File: src/rtl/mdu_pkg.sv
// Shared definitions for the EX-stage multiply/divide unit: op encodings,
// FSM states and the divide-by-zero quotient value.
package mdu_pkg;

  localparam logic [2:0] MDU_MULT  = 3'b000;
  localparam logic [2:0] MDU_MULTU = 3'b001;
  localparam logic [2:0] MDU_DIV   = 3'b010;
  localparam logic [2:0] MDU_DIVU  = 3'b011;
  localparam logic [2:0] MDU_MTHI  = 3'b100;
  localparam logic [2:0] MDU_MTLO  = 3'b101;

  localparam logic [31:0] DIV0_LO = 32'hFFFF_FFFF;

  typedef enum logic [1:0] {
    IDLE  = 2'd0,
    CALC  = 2'd1,
    FIXUP = 2'd2
  } mdu_state_e;

endpackage

File: src/rtl/mdu_ex_adder.sv
// Plain W-bit adder with carry in/out; used for both the shift-add multiply
// step and the restoring-divide trial subtraction.
module mdu_ex_adder #(
  parameter int W = 32
) (
  input  logic [W-1:0] a,
  input  logic [W-1:0] b,
  input  logic         cin,
  output logic [W-1:0] sum,
  output logic         cout
);

  assign {cout, sum} = {1'b0, a} + {1'b0, b} + {{W{1'b0}}, cin};

endmodule

File: src/rtl/mdu_ex.sv
// Iterative MULT/MULTU/DIV/DIVU unit owning HI/LO; fixed ITER+1 cycle latency,
// one shared adder, sign handled by magnitude operands plus a final fixup.
module mdu_ex
  import mdu_pkg::*;
#(
  parameter int XLEN = 32,
  parameter int ITER = 32
) (
  input  logic            clk,
  input  logic            reset,
  input  logic            start_mdu_i,
  input  logic [2:0]      op_mdu_i,
  input  logic [XLEN-1:0] opr_a_mdu_i,
  input  logic [XLEN-1:0] opr_b_mdu_i,
  input  logic            flush_mdu_i,
  output logic [XLEN-1:0] hi_mdu_o,
  output logic [XLEN-1:0] lo_mdu_o,
  output logic            busy_mdu_o,
  output logic            done_mdu_o
);

  localparam int CW = (ITER > 1) ? $clog2(ITER) : 1;

  mdu_state_e      state;
  logic [CW-1:0]   cnt;
  logic [XLEN-1:0] hi_q, lo_q;
  // acc_q: product high half / partial remainder; mq_q: multiplier / dividend->quotient
  logic [XLEN-1:0] acc_q, mq_q, opb_q;
  logic            sign_a_q, sign_b_q, is_div_q, div0_q, busy_q, done_q;

  // operand magnitudes for signed ops
  logic            is_signed, neg_a, neg_b;
  logic [XLEN-1:0] abs_a, abs_b;

  assign is_signed = ~op_mdu_i[0];
  assign neg_a     = is_signed & opr_a_mdu_i[XLEN-1];
  assign neg_b     = is_signed & opr_b_mdu_i[XLEN-1];
  assign abs_a     = neg_a ? -opr_a_mdu_i : opr_a_mdu_i;
  assign abs_b     = neg_b ? -opr_b_mdu_i : opr_b_mdu_i;

  // step datapath
  logic [XLEN-1:0] add_a, add_b, add_sum, shl_rem;
  logic            add_cin, add_cout, div_ge;

  assign shl_rem = {acc_q[XLEN-2:0], mq_q[XLEN-1]};

  always_comb begin
    if (is_div_q) begin
      add_a   = shl_rem;
      add_b   = ~opb_q;
      add_cin = 1'b1;
    end else begin
      add_a   = acc_q;
      add_b   = mq_q[0] ? opb_q : '0;
      add_cin = 1'b0;
    end
  end

  mdu_ex_adder #(.W(XLEN)) u_adder (
    .a    (add_a),
    .b    (add_b),
    .cin  (add_cin),
    .sum  (add_sum),
    .cout (add_cout)
  );

  // The shifted remainder is XLEN+1 bits; a bit shifted out of the top means
  // it already exceeds any divisor, so the trial subtraction must succeed.
  assign div_ge = acc_q[XLEN-1] | add_cout;

  // final sign fixup
  logic [2*XLEN-1:0] prod;
  logic [XLEN-1:0]   fix_hi, fix_lo;

  assign prod = {acc_q, mq_q};

  always_comb begin
    fix_hi = acc_q;
    fix_lo = mq_q;
    if (is_div_q) begin
      // with a zero divisor every trial succeeds and the remainder ends as |a|,
      // so the dividend-signed remainder reproduces opr_a
      fix_hi = sign_a_q ? -acc_q : acc_q;
      if (div0_q)                  fix_lo = XLEN'(DIV0_LO);
      else if (sign_a_q ^ sign_b_q) fix_lo = -mq_q;
    end else if (sign_a_q ^ sign_b_q) begin
      {fix_hi, fix_lo} = -prod;
    end
  end

  always_ff @(posedge clk) begin
    if (reset) begin
      state    <= IDLE;
      cnt      <= '0;
      hi_q     <= '0;
      lo_q     <= '0;
      acc_q    <= '0;
      mq_q     <= '0;
      opb_q    <= '0;
      sign_a_q <= 1'b0;
      sign_b_q <= 1'b0;
      is_div_q <= 1'b0;
      div0_q   <= 1'b0;
      busy_q   <= 1'b0;
      done_q   <= 1'b0;
    end else begin
      done_q <= 1'b0;
      if (flush_mdu_i) begin
        state  <= IDLE;
        busy_q <= 1'b0;
      end else begin
        case (state)
          IDLE: begin
            if (start_mdu_i) begin
              if (!op_mdu_i[2]) begin
                is_div_q <= op_mdu_i[1];
                sign_a_q <= neg_a;
                sign_b_q <= neg_b;
                div0_q   <= (opr_b_mdu_i == '0);
                acc_q    <= '0;
                mq_q     <= op_mdu_i[1] ? abs_a : abs_b;
                opb_q    <= op_mdu_i[1] ? abs_b : abs_a;
                cnt      <= CW'(ITER - 1);
                busy_q   <= 1'b1;
                state    <= CALC;
              end else if (op_mdu_i == MDU_MTHI) begin
                hi_q <= opr_a_mdu_i;
              end else if (op_mdu_i == MDU_MTLO) begin
                lo_q <= opr_a_mdu_i;
              end
            end
          end
          CALC: begin
            if (is_div_q) begin
              acc_q <= div_ge ? add_sum : shl_rem;
              mq_q  <= {mq_q[XLEN-2:0], div_ge};
            end else begin
              acc_q <= {add_cout, add_sum[XLEN-1:1]};
              mq_q  <= {add_sum[0], mq_q[XLEN-1:1]};
            end
            if (cnt == '0) state <= FIXUP;
            else           cnt   <= cnt - 1'b1;
          end
          FIXUP: begin
            hi_q   <= fix_hi;
            lo_q   <= fix_lo;
            done_q <= 1'b1;
            busy_q <= 1'b0;
            state  <= IDLE;
          end
          default: state <= IDLE;
        endcase
      end
    end
  end

  assign hi_mdu_o   = hi_q;
  assign lo_mdu_o   = lo_q;
  assign busy_mdu_o = busy_q;
  assign done_mdu_o = done_q;

endmodule

File: config.mk
export PLATFORM = sky130hd
export DESIGN_NAME = mdu_ex
export DESIGN_NICKNAME = d
export VERILOG_FILES = /design/src/rtl/mdu_pkg.sv /design/src/rtl/mdu_ex_adder.sv /design/src/rtl/mdu_ex.sv
export SDC_FILE = /design/constraint.sdc
export NUM_CORES = 1
export LEC_CHECK = 0
export BUFFER_PORTS_ARGS = -buffer_cell sky130_fd_sc_hd__buf_2
export CAP_MARGIN = 20
export CORE_MARGIN = 2
export CORE_UTILIZATION = 36
export CTS_BUF_LIST = sky130_fd_sc_hd__clkbuf_8
export DETAILED_ROUTE_END_ITERATION = 8
export GPL_TIMING_DRIVEN = 0
export MAX_ROUTING_LAYER = met4
export PLACE_DENSITY_LB_ADDON = 0.15
export SLEW_MARGIN = 20
export SYNTH_ARGS = -nofsm -noshare
export SYNTH_HDL_FRONTEND = slang
export SYNTH_HIERARCHICAL = 1
export SYNTH_SLANG_ARGS = --single-unit
File: constraint.sdc
create_clock -name clk -period 4.9 [get_ports clk]
set_clock_uncertainty 0.1 [all_clocks]
set_input_delay 0.49 -clock clk [delete_from_list [all_inputs] [get_ports clk]]
set_output_delay 0.49 -clock clk [all_outputs]
set_load 0.05 [all_outputs]
==> results of run 1 <==
-- per-layer routing --
metal | up-vias | share of wire, % | track usage, %
li1 | 7711 | - | -
met1 | 8115 | 45 | 47.8
met2 | 889 | 44 | 52.4
met4 | 0 | 3.9 | 13.1
met3 | 116 | 7.8 | 4.45
met5 | - | 0 | -
-- cell type report --
cell class,instances,area [sq um],area share [%]
multi-input cells,1597,10400,62.5
flip-flops and latches,173,3460,20.8
plain buffers,179,835,5.02
repair buffers,137,704,4.23
well taps,525,657,3.95
clock buffers,17,234,1.41
clock inverters,15,199,1.20
inverters,37,143,0.857
-- kinds of logic (layout without fill, tap and decap cells) --
family          Yosys count  after routing  share of synthesized area, %
flops                   173            173                          23.6
mux                     122            122                          8.60
simple gates            630            630                          21.1
compound gates          671            671                          29.4
buf+inv                 218            385                          5.81
fa+ha+maj                39             39                          3.43
xor+xnor                135            135                          8.07
-- cell usage after synthesis (14+ instances only) --
cell / count
mux2_2: 31
a211oi_1: 36
inv_1: 36
nor4_1: 23
clkbuf_1: 156
o41ai_1: 17
o21ai_0: 161
nand2_1: 138
nor2_1: 206
o22ai_1: 23
or3_1: 18
or4_1: 14
a22oi_1: 33
nand2b_1: 14
mux2i_1: 91
o31ai_1: 24
a21oi_1: 174
xor2_1: 53
dfxtp_1: 173
nor3_1: 58
nand3_1: 71
o211ai_1: 23
ha_1: 37
xnor2_1: 82
a31oi_1: 48
-- power by group --
group	switching, mW	leakage (nW)	internal, mW
logic	0.679	4.86	0.277
registers	0.0527	1.40	1.45
clock network	0.712	0.213	0.440
-- what timing repair did --
action | in CTS | in global routing
endpoints found under the setup margin | 33 | 33
setup buffers | 1 | 5
hold buffers | 0 | 0
resized for setup | 42 | 24
pin swaps | 4 | 10
-- flip-flops by register name, summed over array words and instances, names as in the netlist --
register and count:
sign_a_q 1, cnt 5, busy_mdu_o 1, lo_mdu_o 32
div0_q 1, mq_q 32, done_mdu_o 1, hi_mdu_o 32
state 2, opb_q 32, acc_q 32, sign_b_q 1
is_div_q 1
-- metrics by stage --
| stage | hold slack, ns | area [sq um] | total power, mW |
|---|---|---|---|
| 5_1_grt | 0.180 | 16600 | 3.70 |
| 4_1_cts | 0.150 | 16500 | 3.57 |
| 3_3_place_gp | 0.343 | 16000 | 2.45 |
| 2_1_floorplan | 0.342 | 14700 | 2.07 |
| 3_5_place_dp | 0.346 | 16000 | 2.45 |
| 6_report | 0.171 | 16600 | 3.61 |
-- how the worst max path moves through the flow --
stage,from,endpoint,slack [ns],depth (start not counted)
2_1_floorplan,is_div_q,acc_q[8],0.11,19
3_3_place_gp,is_div_q,acc_q[21],-1.93,19
6_report,is_div_q,acc_q[6],0.1,19
4_1_cts,is_div_q,acc_q[17],0.02,19
3_5_place_dp,is_div_q,acc_q[21],-1.98,19
5_1_grt,is_div_q,acc_q[30],-0.05,18
-- worst max-delay path, cell delays in order, from the launching register on --
cell and delay (ns):
dfxtp_2 0.39, clkbuf_8 0.21, clkbuf_2 0.33, buf_6 0.26, clkbuf_4 0.28, mux2_2 0.35, ha_1 0.42, a21oi_2 0.29
o21ai_0 0.16, a211oi_2 0.37, o211ai_1 0.19, nand3_1 0.14, o21ai_1 0.10, nor2_2 0.13, buf_6 0.17, buf_8 0.17
mux2i_1 0.20, a21oi_1 0.12, a22oi_2 0.20, nor2_2 0.08
==> summary.md, run 1 <==
| Metric | Value |
|---|---|
| Max Clock Freq | `208 MHz` |
| WP data arrival | `5.12 ns` |
| Die height | `206 um` |
| H-tree depth | `4` |
| Sequential share of the synthesized area | `23.6%` |
| Most frequent cells in the layout | `nor2_1 (203), a21oi_1 (173), dfxtp_1 (172)` |
| DRC viols | `0` |
| Status | `completed` |
| Pre-CTS setup slack | `-1.98 ns` |
| GP Congestion | `0.965` |
| Syn_nets | `2098` |
| DIE AREA | `0.0423 sq mm` |
| Hold Crit Class | `primary input to flip-flop` |
| Top FF cell, synth | `dfxtp_1` |
| CTS tree | `yes` |
| Final Hold Fails | `0` |
| Largest net degree at the start of global routing | `20` |
| Yosys warns | `6` |
| Cell area power density | `217 mW/mm^2` |
| DR vias | `16800` |
| Max Cap Viol | `0` |
| Reg clk slew, reported paths | `0.12 ns` |
| Synth top area cells | `dfxtp_1 (24%), mux2i_1 (6.2%), a21oi_1 (5.9%)` |
| Asr flop ratio synth | `0%` |
| Post-synth top area cell | `dfxtp_1` |
| Crit end category | `flip-flop` |
| Commonest non-fill, non-tap cell in the layout | `nor2_1` |
| Routed WL | `73100 um` |
| Chip width | `206 um` |
| CTS root buffer | `clkbuf_8` |
| Leak Pwr | `6.48 nW` |
| Antenna diodes | `0` |
| Max VDD drop | `0.146 mV` |
| Clock Sink Count | `173` |
| DR vias/cell | `6.28` |
| Initial core utilization | `36.6%` |
| Hold wc startpoint | `flush_mdu_i` |
| R2r setup slk | `0.1 ns` |
| First-pass iteration count of the detailed router | `6` |
| Area Growth Syn to Fin | `13.5%` |
| Hold Crit Endpoint | `state[1]` |
| Worst R2R End | `acc_q[6]` |
| CTS max path bufs | `2` |
| GR Util All Layers | `34.9%` |
| Synthesized instance count | `1988` |
| R2R cell count | `19` |
| Layout cells sized above 1 | `13.4%` |
| Max Slew Vio Count | `0` |
| Core ar. | `0.0400 sq mm` |
| Post-Layout Cell Count | `2680` |
| Gr ovfl total | `0` |
| Tcrit/Tclk final | `98.0%` |
| Fin Setup TNS | `0 ns` |
| Hold Path Cell Cnt | `2` |
| Detailed-placement wirelength estimate | `58500 um` |
| Initial antenna violation count | `0` |
| Area share of the largest cell type after synthesis | `23.6%` |
| Site Rows | `73` |
| #FFs+latches synth | `173` |
| Syn Area/Cell | `7.37 sq um` |
| Final setup fails | `0` |
| Input/output buffers | `131` |
| Vias in the first global route | `15200` |
| Final core utilization | `41.6%` |
| Slew HR | `22.5%` |
| Antenna violation net count after detailed routing | `0` |
| Layout net count | `2252` |
| Global-route wire length before repair | `105000 um` |
| Worst r2r src | `is_div_q` |
| Crit path time final | `4.80 ns` |
| Critical path peak fanout | `10` |
| Synth unique cells | `84` |
| RSZ-0062 raised after global routing | `true` |
| DP Cell Count | `2644` |
| Crit start category | `flip-flop` |
| Io pins | `137` |
| # fillers | `4297` |
| Initial drt markers | `1981` |
| Fin worst setup slack | `0.0959 ns` |
| Worst slew pin tran | `1.15 ns` |
| Cts bufs inserted | `17` |
| Critical Setup Path Class | `flip-flop to flip-flop` |
| Post-synth EDFFs | `0` |
| WL per Instance | `27.3 um` |
| CP required | `5.22 ns` |
| Clk_lat worst skew | `0.55 ns` |
| Netlist Area Pre-Place | `0.0147 sq mm` |
Power figures use the tool's default switching activity.
==> inputs of run 2 (changes only) <==
==> constraint.sdc (replaced) <==
create_clock -name clk -period 4.65 [get_ports clk]
set_clock_uncertainty 0.1 [all_clocks]
set_input_delay 0.465 -clock clk [delete_from_list [all_inputs] [get_ports clk]]
set_output_delay 0.465 -clock clk [all_outputs]
set_load 0.05 [all_outputs]
==> run 2 against run 1 <==
  * Clock power hardly changed
  * Global-route usage up 0.11 points
  * Critical endpoint unchanged
  * Via count grew 1.3%
==> summary.md, run 2 (synthesis results as in run 1) <==
| Metric | Value |
|---|---|
| Status | `completed` |
| CTS tree | `yes` |
| Antenna violation net count after detailed routing | `0 (unchanged)` |
| Area Growth Syn to Fin | `14.7%` |
| Stages on worst setup path | `20 (+1)` |
| H-tree depth | `4 (unchanged)` |
| Layout cells sized above 1 | `14.1% (+0.78 points)` |
| Flop pwr share | `42.1% (+0.5 points)` |
| R2r setup slk | `0.12 ns (+0.03 ns)` |
| Slew HR | `19.6% (-2.8 points)` |
| Worst r2r src | `is_div_q` |
| Routed WL | `73400 um (+0.45%)` |
| Clock Power Share | `31.1% (-0.8 points)` |
| Initial drt markers | `1950 (-1.6%)` |
| Post-Layout Cell Count | `2689 (+0.34%)` |
| Clk_lat worst skew | `0.55 ns (about the same)` |
| Fin worst setup slack | `0.124 ns (+0.0279 ns)` |
| Final setup fails | `0 (unchanged)` |
| Cts bufs inserted | `17 (unchanged)` |
| Tcrit/Tclk final | `97.3% (-0.71 points)` |
| Worst slew pin tran | `1.19 ns (+0.0421 ns)` |
| DIE AREA | `0.0423 sq mm (unchanged)` |
| Global-route wire length before repair | `105000 um (+0.58%)` |
| Crit end category | `flip-flop` |
| Reg clk slew, reported paths | `0.13 ns (about the same)` |
| RSZ-0062 raised after global routing | `false` |
| Critical Setup Path Class | `flip-flop to flip-flop` |
| Die height | `206 um (unchanged)` |
| DR vias | `17100 (+1.3%)` |
| Initial antenna violation count | `2 (+2)` |
| Gr ovfl total | `0 (unchanged)` |
| Leak Pwr | `6.56 nW (+1.2%)` |
| GP Congestion | `0.987 (+2.3%)` |
| Worst setup endpoint | `acc_q[6]` |
| First-pass iteration count of the detailed router | `6 (unchanged)` |
| Max Clock Freq | `221 MHz (+6.1%)` |
| Max VDD drop | `0.150 mV (+3.2%)` |
| Initial core utilization | `36.6% (unchanged)` |
| Worst path cell trace | `clkbuf_16 -> clkbuf_4 -> buf_6 -> clkbuf_4 -> mux2_2 -> ha_1 -> a21oi_2 -> o21ai_0 -> a211oi_2 -> buf_4 -> o211ai_1 -> nand3_1 -> o21ai_2 -> nor2_4 -> buf_6 -> clkbuf_16 -> mux2i_2 -> a21oi_2 -> a22oi_1 -> nor2_1` |
| Worst Path Buf+Inv | `7 (+1)` |
| Crit-path max cell delay | `0.42 ns (about the same)` |
| Final Hold Fails | `0 (unchanged)` |
| Detailed-placement wirelength estimate | `58700 um (+0.36%)` |
| Core ar. | `0.0400 sq mm (unchanged)` |
| WL per Instance | `27.3 um (+0.11%)` |
| Worst R2R End | `acc_q[6]` |
| Total power | `3.77 mW (+4.3%)` |
| Antenna diodes | `0 (unchanged)` |
| Clock Sink Count | `173 (unchanged)` |
| Layout net count | `2261 (+0.40%)` |
| Gate power share | `26.9% (+0.4 points)` |
| R2R cell count | `20 (+1)` |
| CP required | `4.96 ns (-0.26 ns)` |
| Max Slew Vio Count | `0 (unchanged)` |
| GR Util All Layers | `35.0% (+0.11 points)` |
| Pre-CTS setup slack | `-2.03 ns (-0.0525 ns)` |
| Sw frac | `39.6% (-0.35 points)` |
| Worst path slowest cell | `ha_1` |
| Vias in the first global route | `15300 (+0.78%)` |
| Most frequent cells in the layout | `nor2_1 (205), a21oi_1 (172), dfxtp_1 (172)` |
| Commonest non-fill, non-tap cell in the layout | `nor2_1` |
| Int Pwr | `2.28 mW (+5.0%)` |
| Io pins | `137 (unchanged)` |
| CP startpoint | `is_div_q` |
| Cell area power density | `224 mW/mm^2 (+3.3%)` |
| DR vias/cell | `6.34 (+1.0%)` |
| Hold Crit Class | `primary input to flip-flop` |
| Max Cap Viol | `0 (unchanged)` |
| Chip width | `206 um (unchanged)` |
| Worst path top cell family by delay | `buffers and inverters` |
| Crit path time final | `4.53 ns (-0.278 ns)` |
| CTS Hold Bufs | `0 (unchanged)` |
| Site Rows | `73 (unchanged)` |
| Critical path peak fanout | `10 (unchanged)` |
| WP data arrival | `4.84 ns (-0.28 ns)` |
| # fillers | `4243 (-1.3%)` |
| CTS max path bufs | `2 (unchanged)` |
| Crit start category | `flip-flop` |
| DP Cell Count | `2644 (unchanged)` |
| Largest net degree at the start of global routing | `20 (unchanged)` |
| DRC viols | `0 (unchanged)` |
| CTS root buffer | `clkbuf_8` |
| P_sw | `1.49 mW (+3.4%)` |
| Input/output buffers | `131 (unchanged)` |
-- run 2: per-layer routing --
layer	GRT usage (%)	wire, um
met4	12.4	2670
met2	52.2	31700
met3	5.84	6240
met5	-	0
met1	47.7	32700
-- run 2: through the flow --
step	cell area, sq um	utilization [%]	setup TNS [ns]	hold slack, ns
6_report	16800	42.0	0	0.158
5_1_grt	16800	42.0	0	0.143
4_1_cts	16700	41.7	0	0.129
3_5_place_dp	16000	40.0	-59.47	0.346
3_3_place_gp	16000	40.0	-57.19	0.342
2_1_floorplan	14700	-	0	0.342
-- run 2: worst min path at each step --
stage,startpoint,end,depth (start not counted)
2_1_floorplan,opb_q[10],opb_q[10],2
3_3_place_gp,lo_mdu_o[26],lo_mdu_o[26],2
3_5_place_dp,hi_mdu_o[25],hi_mdu_o[25],2
4_1_cts,flush_mdu_i,state[1],2
5_1_grt,flush_mdu_i,state[1],2
6_report,flush_mdu_i,state[1],2
-- run 2: power by group through the flow --
stage	clock network, mW	registers [mW]	logic [mW]
after floorplan	0	1.63	0.550
after global placement	0	1.61	0.968
after detailed placement	0	1.62	0.969
after CTS	1.16	1.58	0.980
after global routing	1.22	1.59	1.07
final	1.17	1.59	1.01
-- run 2: layout make-up --
cell class,count,area (sq um),area share [%]
clock inverters,15,174,1.03
clock buffers,17,234,1.39
well taps,525,657,3.91
multi-input cells,1597,10500,62.3
plain buffers,176,858,5.11
inverters,37,143,0.849
repair buffers,149,802,4.77
flip-flops and latches,173,3470,20.6
-- run 2: repair_timing --
| item | 4_1_cts | 5_1_grt |
|---|---|---|
| gates cloned | 0 | 2 |
| pin swaps | 9 | 19 |
| setup buffers | 11 | 5 |
| gates resized for setup | 50 | 24 |
| endpoints found under the setup margin | 33 | 33 |
==> inputs of run 3 (changes only) <==
--- a/config.mk
+++ b/config.mk
@@ -5,13 +5,14 @@
 export SDC_FILE = /design/constraint.sdc
 export NUM_CORES = 1
 export LEC_CHECK = 0
-export BUFFER_PORTS_ARGS = -buffer_cell sky130_fd_sc_hd__buf_2
 export CAP_MARGIN = 20
 export CORE_MARGIN = 2
 export CORE_UTILIZATION = 36
 export CTS_BUF_LIST = sky130_fd_sc_hd__clkbuf_8
 export DETAILED_ROUTE_END_ITERATION = 8
+export DONT_BUFFER_PORTS = 1
 export GPL_TIMING_DRIVEN = 0
+export HOLD_SLACK_MARGIN = 0.15
 export MAX_ROUTING_LAYER = met4
 export PLACE_DENSITY_LB_ADDON = 0.15
 export SLEW_MARGIN = 20
==> run 3 against run 2 <==
  * Sequential power is essentially flat
  * Register-to-register slack gained 0.07 ns
  * Total power shrank 2.0%
  * Combinational power shrank 12%
  * Sequential cell count is the same
  * Via count shrank 2.7%
  * Wire length shrank 1.7%
  * Final area shrank 3.3%
  * Worst setup slack gained 0.068 ns
  * Hold slack lost 0.00066 ns
==> summary.md, run 3 (synthesis results as in run 1) <==
| Metric | Value |
|---|---|
| Worst path slowest cell | `dfxtp_4` |
| CP startpoint | `is_div_q` |
| Detailed-placement wirelength estimate | `57200 um (-2.5%)` |
| Final setup fails | `0 (unchanged)` |
| Fin worst setup slack | `0.192 ns (+0.0680 ns)` |
| DR vias/cell | `6.44 (+1.6%)` |
| Clock Power Share | `31.9% (+0.8 points)` |
| Max Clock Freq | `224 MHz (+1.5%)` |
| Flop pwr share | `44.0% (+1.9 points)` |
| Tcrit/Tclk final | `95.9% (-1.5 points)` |
| Slew HR | `21.0% (+1.3 points)` |
| Max Cap Viol | `0 (unchanged)` |
| Layout net count | `2147 (-5.0%)` |
| Fin Hold WS | `0.157 ns (-0.000658 ns)` |
| Crit path time final | `4.46 ns (-0.0680 ns)` |
| R2R cell count | `18 (-10%)` |
| CP required | `5.01 ns (+0.05 ns)` |
| Worst r2r src | `is_div_q` |
| Die height | `206 um (unchanged)` |
| Final Hold Fails | `0 (unchanged)` |
| DR vias | `16600 (-2.7%)` |
| WL per Instance | `28.0 um (+2.7%)` |
| Gate power share | `24.1% (-2.8 points)` |
| H-tree depth | `4 (unchanged)` |
| Cell area power density | `227 mW/mm^2 (+1.3%)` |
| Max Slew Vio Count | `0 (unchanged)` |
| Clock Sink Count | `173 (unchanged)` |
| Global-route wire length before repair | `103000 um (-1.7%)` |
| Core ar. | `0.0400 sq mm (unchanged)` |
| Post-Layout Cell Count | `2576 (-4.2%)` |
| Final Cell Area | `0.0163 sq mm (-3.3%)` |
| Critical path peak fanout | `10 (unchanged)` |
| Placed cell areas | `0.0153 sq mm (-4.1%)` |
| Chip width | `206 um (unchanged)` |
| Stages on worst setup path | `18 (-10%)` |
| Initial antenna violation count | `1 (-1)` |
| Site Rows | `73 (unchanged)` |
| Worst path cell trace | `buf_12 -> clkbuf_4 -> buf_6 -> clkbuf_2 -> mux2_2 -> ha_1 -> clkbuf_1 -> a211oi_2 -> o21ai_0 -> a31o_2 -> a21o_1 -> a41oi_1 -> xnor2_1 -> a22o_1 -> nand2_1 -> a211oi_1 -> a21oi_1 -> nor2_1` |
| Int Pwr | `2.26 mW (-0.60%)` |
| Worst R2R End | `acc_q[31]` |
| DP Cell Count | `2513 (-5.0%)` |
| Worst setup endpoint | `acc_q[31]` |
| Commonest non-fill, non-tap cell in the layout | `nor2_1` |
| CTS root buffer | `clkbuf_8` |
| R2r setup slk | `0.19 ns (+0.07 ns)` |
| Io pins | `137 (unchanged)` |
| Clk_lat worst skew | `0.54 ns (about the same)` |
| # fillers | `4245 (+0.047%)` |
| RSZ-0062 raised after global routing | `false` |
| Input/output buffers | `0 (-100%)` |
| DIE AREA | `0.0423 sq mm (unchanged)` |
| Routed WL | `72200 um (-1.7%)` |
| CTS tree | `yes` |
| Sw frac | `38.8% (-0.86 points)` |
| Initial core utilization | `36.6% (unchanged)` |
| Final core utilization | `40.6% (-1.4 points)` |
| Initial drt markers | `2094 (+7.4%)` |
| Layout cells sized above 1 | `7.90% (-6.2 points)` |
| GP Congestion | `1.01 (+2.6%)` |
| Cts bufs inserted | `17 (unchanged)` |
| First-pass iteration count of the detailed router | `6 (unchanged)` |
| Largest net degree at the start of global routing | `20 (unchanged)` |
| WP data arrival | `4.82 ns (-0.02 ns)` |
| DRC viols | `0 (unchanged)` |
| GR Util All Layers | `34.4% (-0.68 points)` |
| Worst Path Buf+Inv | `5 (-2)` |
| Critical Setup Path Class | `flip-flop to flip-flop` |
| Pre-CTS setup slack | `-2.08 ns (-0.0442 ns)` |
| Crit start category | `flip-flop` |
| Vias in the first global route | `15100 (-1.6%)` |
| Status | `completed` |
| Gr ovfl total | `0 (unchanged)` |
| Most frequent cells in the layout | `nor2_1 (205), a21oi_1 (173), dfxtp_1 (172)` |
| CTS max path bufs | `2 (unchanged)` |
| Reg clk slew, reported paths | `0.11 ns (-0.02 ns)` |
| Max VDD drop | `0.183 mV (+22%)` |
| Antenna violation net count after detailed routing | `0 (unchanged)` |
| Crit-path max cell delay | `0.38 ns (-0.04 ns)` |
| P_sw | `1.43 mW (-4.1%)` |
| Crit end category | `flip-flop` |
| Hold Crit Class | `primary input to flip-flop` |
| Area Growth Syn to Fin | `10.9%` |
| Worst path top cell family by delay | `compound AO/OA/AOI/OAI gates` |
| Leak Pwr | `5.98 nW (-8.9%)` |
| Worst slew pin tran | `1.19 ns (-0.00399 ns)` |
==> run 3: per-stage QoR <==
stage	power (mW)	setup TNS (ns)
2_1_floorplan	2.18	0
3_3_place_gp	2.48	-62.09
3_5_place_dp	2.49	-62.41
4_1_cts	3.65	0
5_1_grt	3.79	0
6_report	3.69	0
==> run 3: what timing repair did <==
item | in CTS | in global routing
hold buffers | 22 | 0
pin swaps | 7 | 7
hold endpoints to repair | 29 | 0
endpoints found under the setup margin | 33 | 33
cloned | 0 | 0
buffers inserted | 11 | 3
resized for setup | 46 | 19
==> run 3: final cells by class <==
| type | instances | area (sq um) | area share (%) |
|---|---|---|---|
| sequential | 173 | 3470 | 21.3 |
| multi-input combinational | 1597 | 10400 | 64.1 |
| antenna | 1 | 2.50 | 0.0154 |
| clock inverter | 15 | 170 | 1.05 |
| tap | 525 | 657 | 4.04 |
| buffer | 175 | 815 | 5.01 |
| inverter | 37 | 143 | 0.877 |
| clock buffer | 17 | 234 | 1.44 |
| timing repair buffer | 36 | 345 | 2.12 |
==> run 3: worst min-delay path by stage <==
| stage | startpoint | endpoint | cells after the start |
|---|---|---|---|
| 2_1_floorplan | opb_q[10] | opb_q[10] | 2 |
| 3_3_place_gp | opb_q[9] | opb_q[9] | 2 |
| 3_5_place_dp | opb_q[8] | opb_q[8] | 2 |
| 4_1_cts | opr_a_mdu_i[28] | mq_q[28] | 2 |
| 5_1_grt | opr_b_mdu_i[11] | opb_q[11] | 3 |
| 6_report | op_mdu_i[0] | sign_a_q | 3 |
==> run 3: routing by layer <==
metal / wire (um) / up-vias / track usage [%]
li1: - / 7506 / -
met1: 31900 / 8027 / 47.2
met2: 30900 / 918 / 50.5
met3: 6230 / 148 / 4.89
met4: 3090 / 0 / 13.9
met5: 0 / - / -
==> run 3: power groups by stage <==
stage	combinational [mW]	sequential [mW]	clock [mW]
after global routing	0.936	1.63	1.23
after CTS	0.860	1.62	1.17
after detailed placement	0.832	1.66	0
after floorplan	0.550	1.63	0
final	0.891	1.62	1.18
after global placement	0.831	1.65	0
==> run 3: worst register-to-register path, cell delays in order, from the launching register on <==
cell      delay (ns)
dfxtp_4         0.38
buf_12          0.15
clkbuf_4        0.26
buf_6           0.24
clkbuf_2        0.30
mux2_2          0.39
ha_1            0.29
clkbuf_1        0.23
a211oi_2        0.33
o21ai_0         0.16
a31o_2          0.28
a21o_1          0.17
a41oi_1         0.22
xnor2_1         0.22
a22o_1          0.21
nand2_1         0.05
a211oi_1        0.25
a21oi_1         0.07
nor2_1          0.11
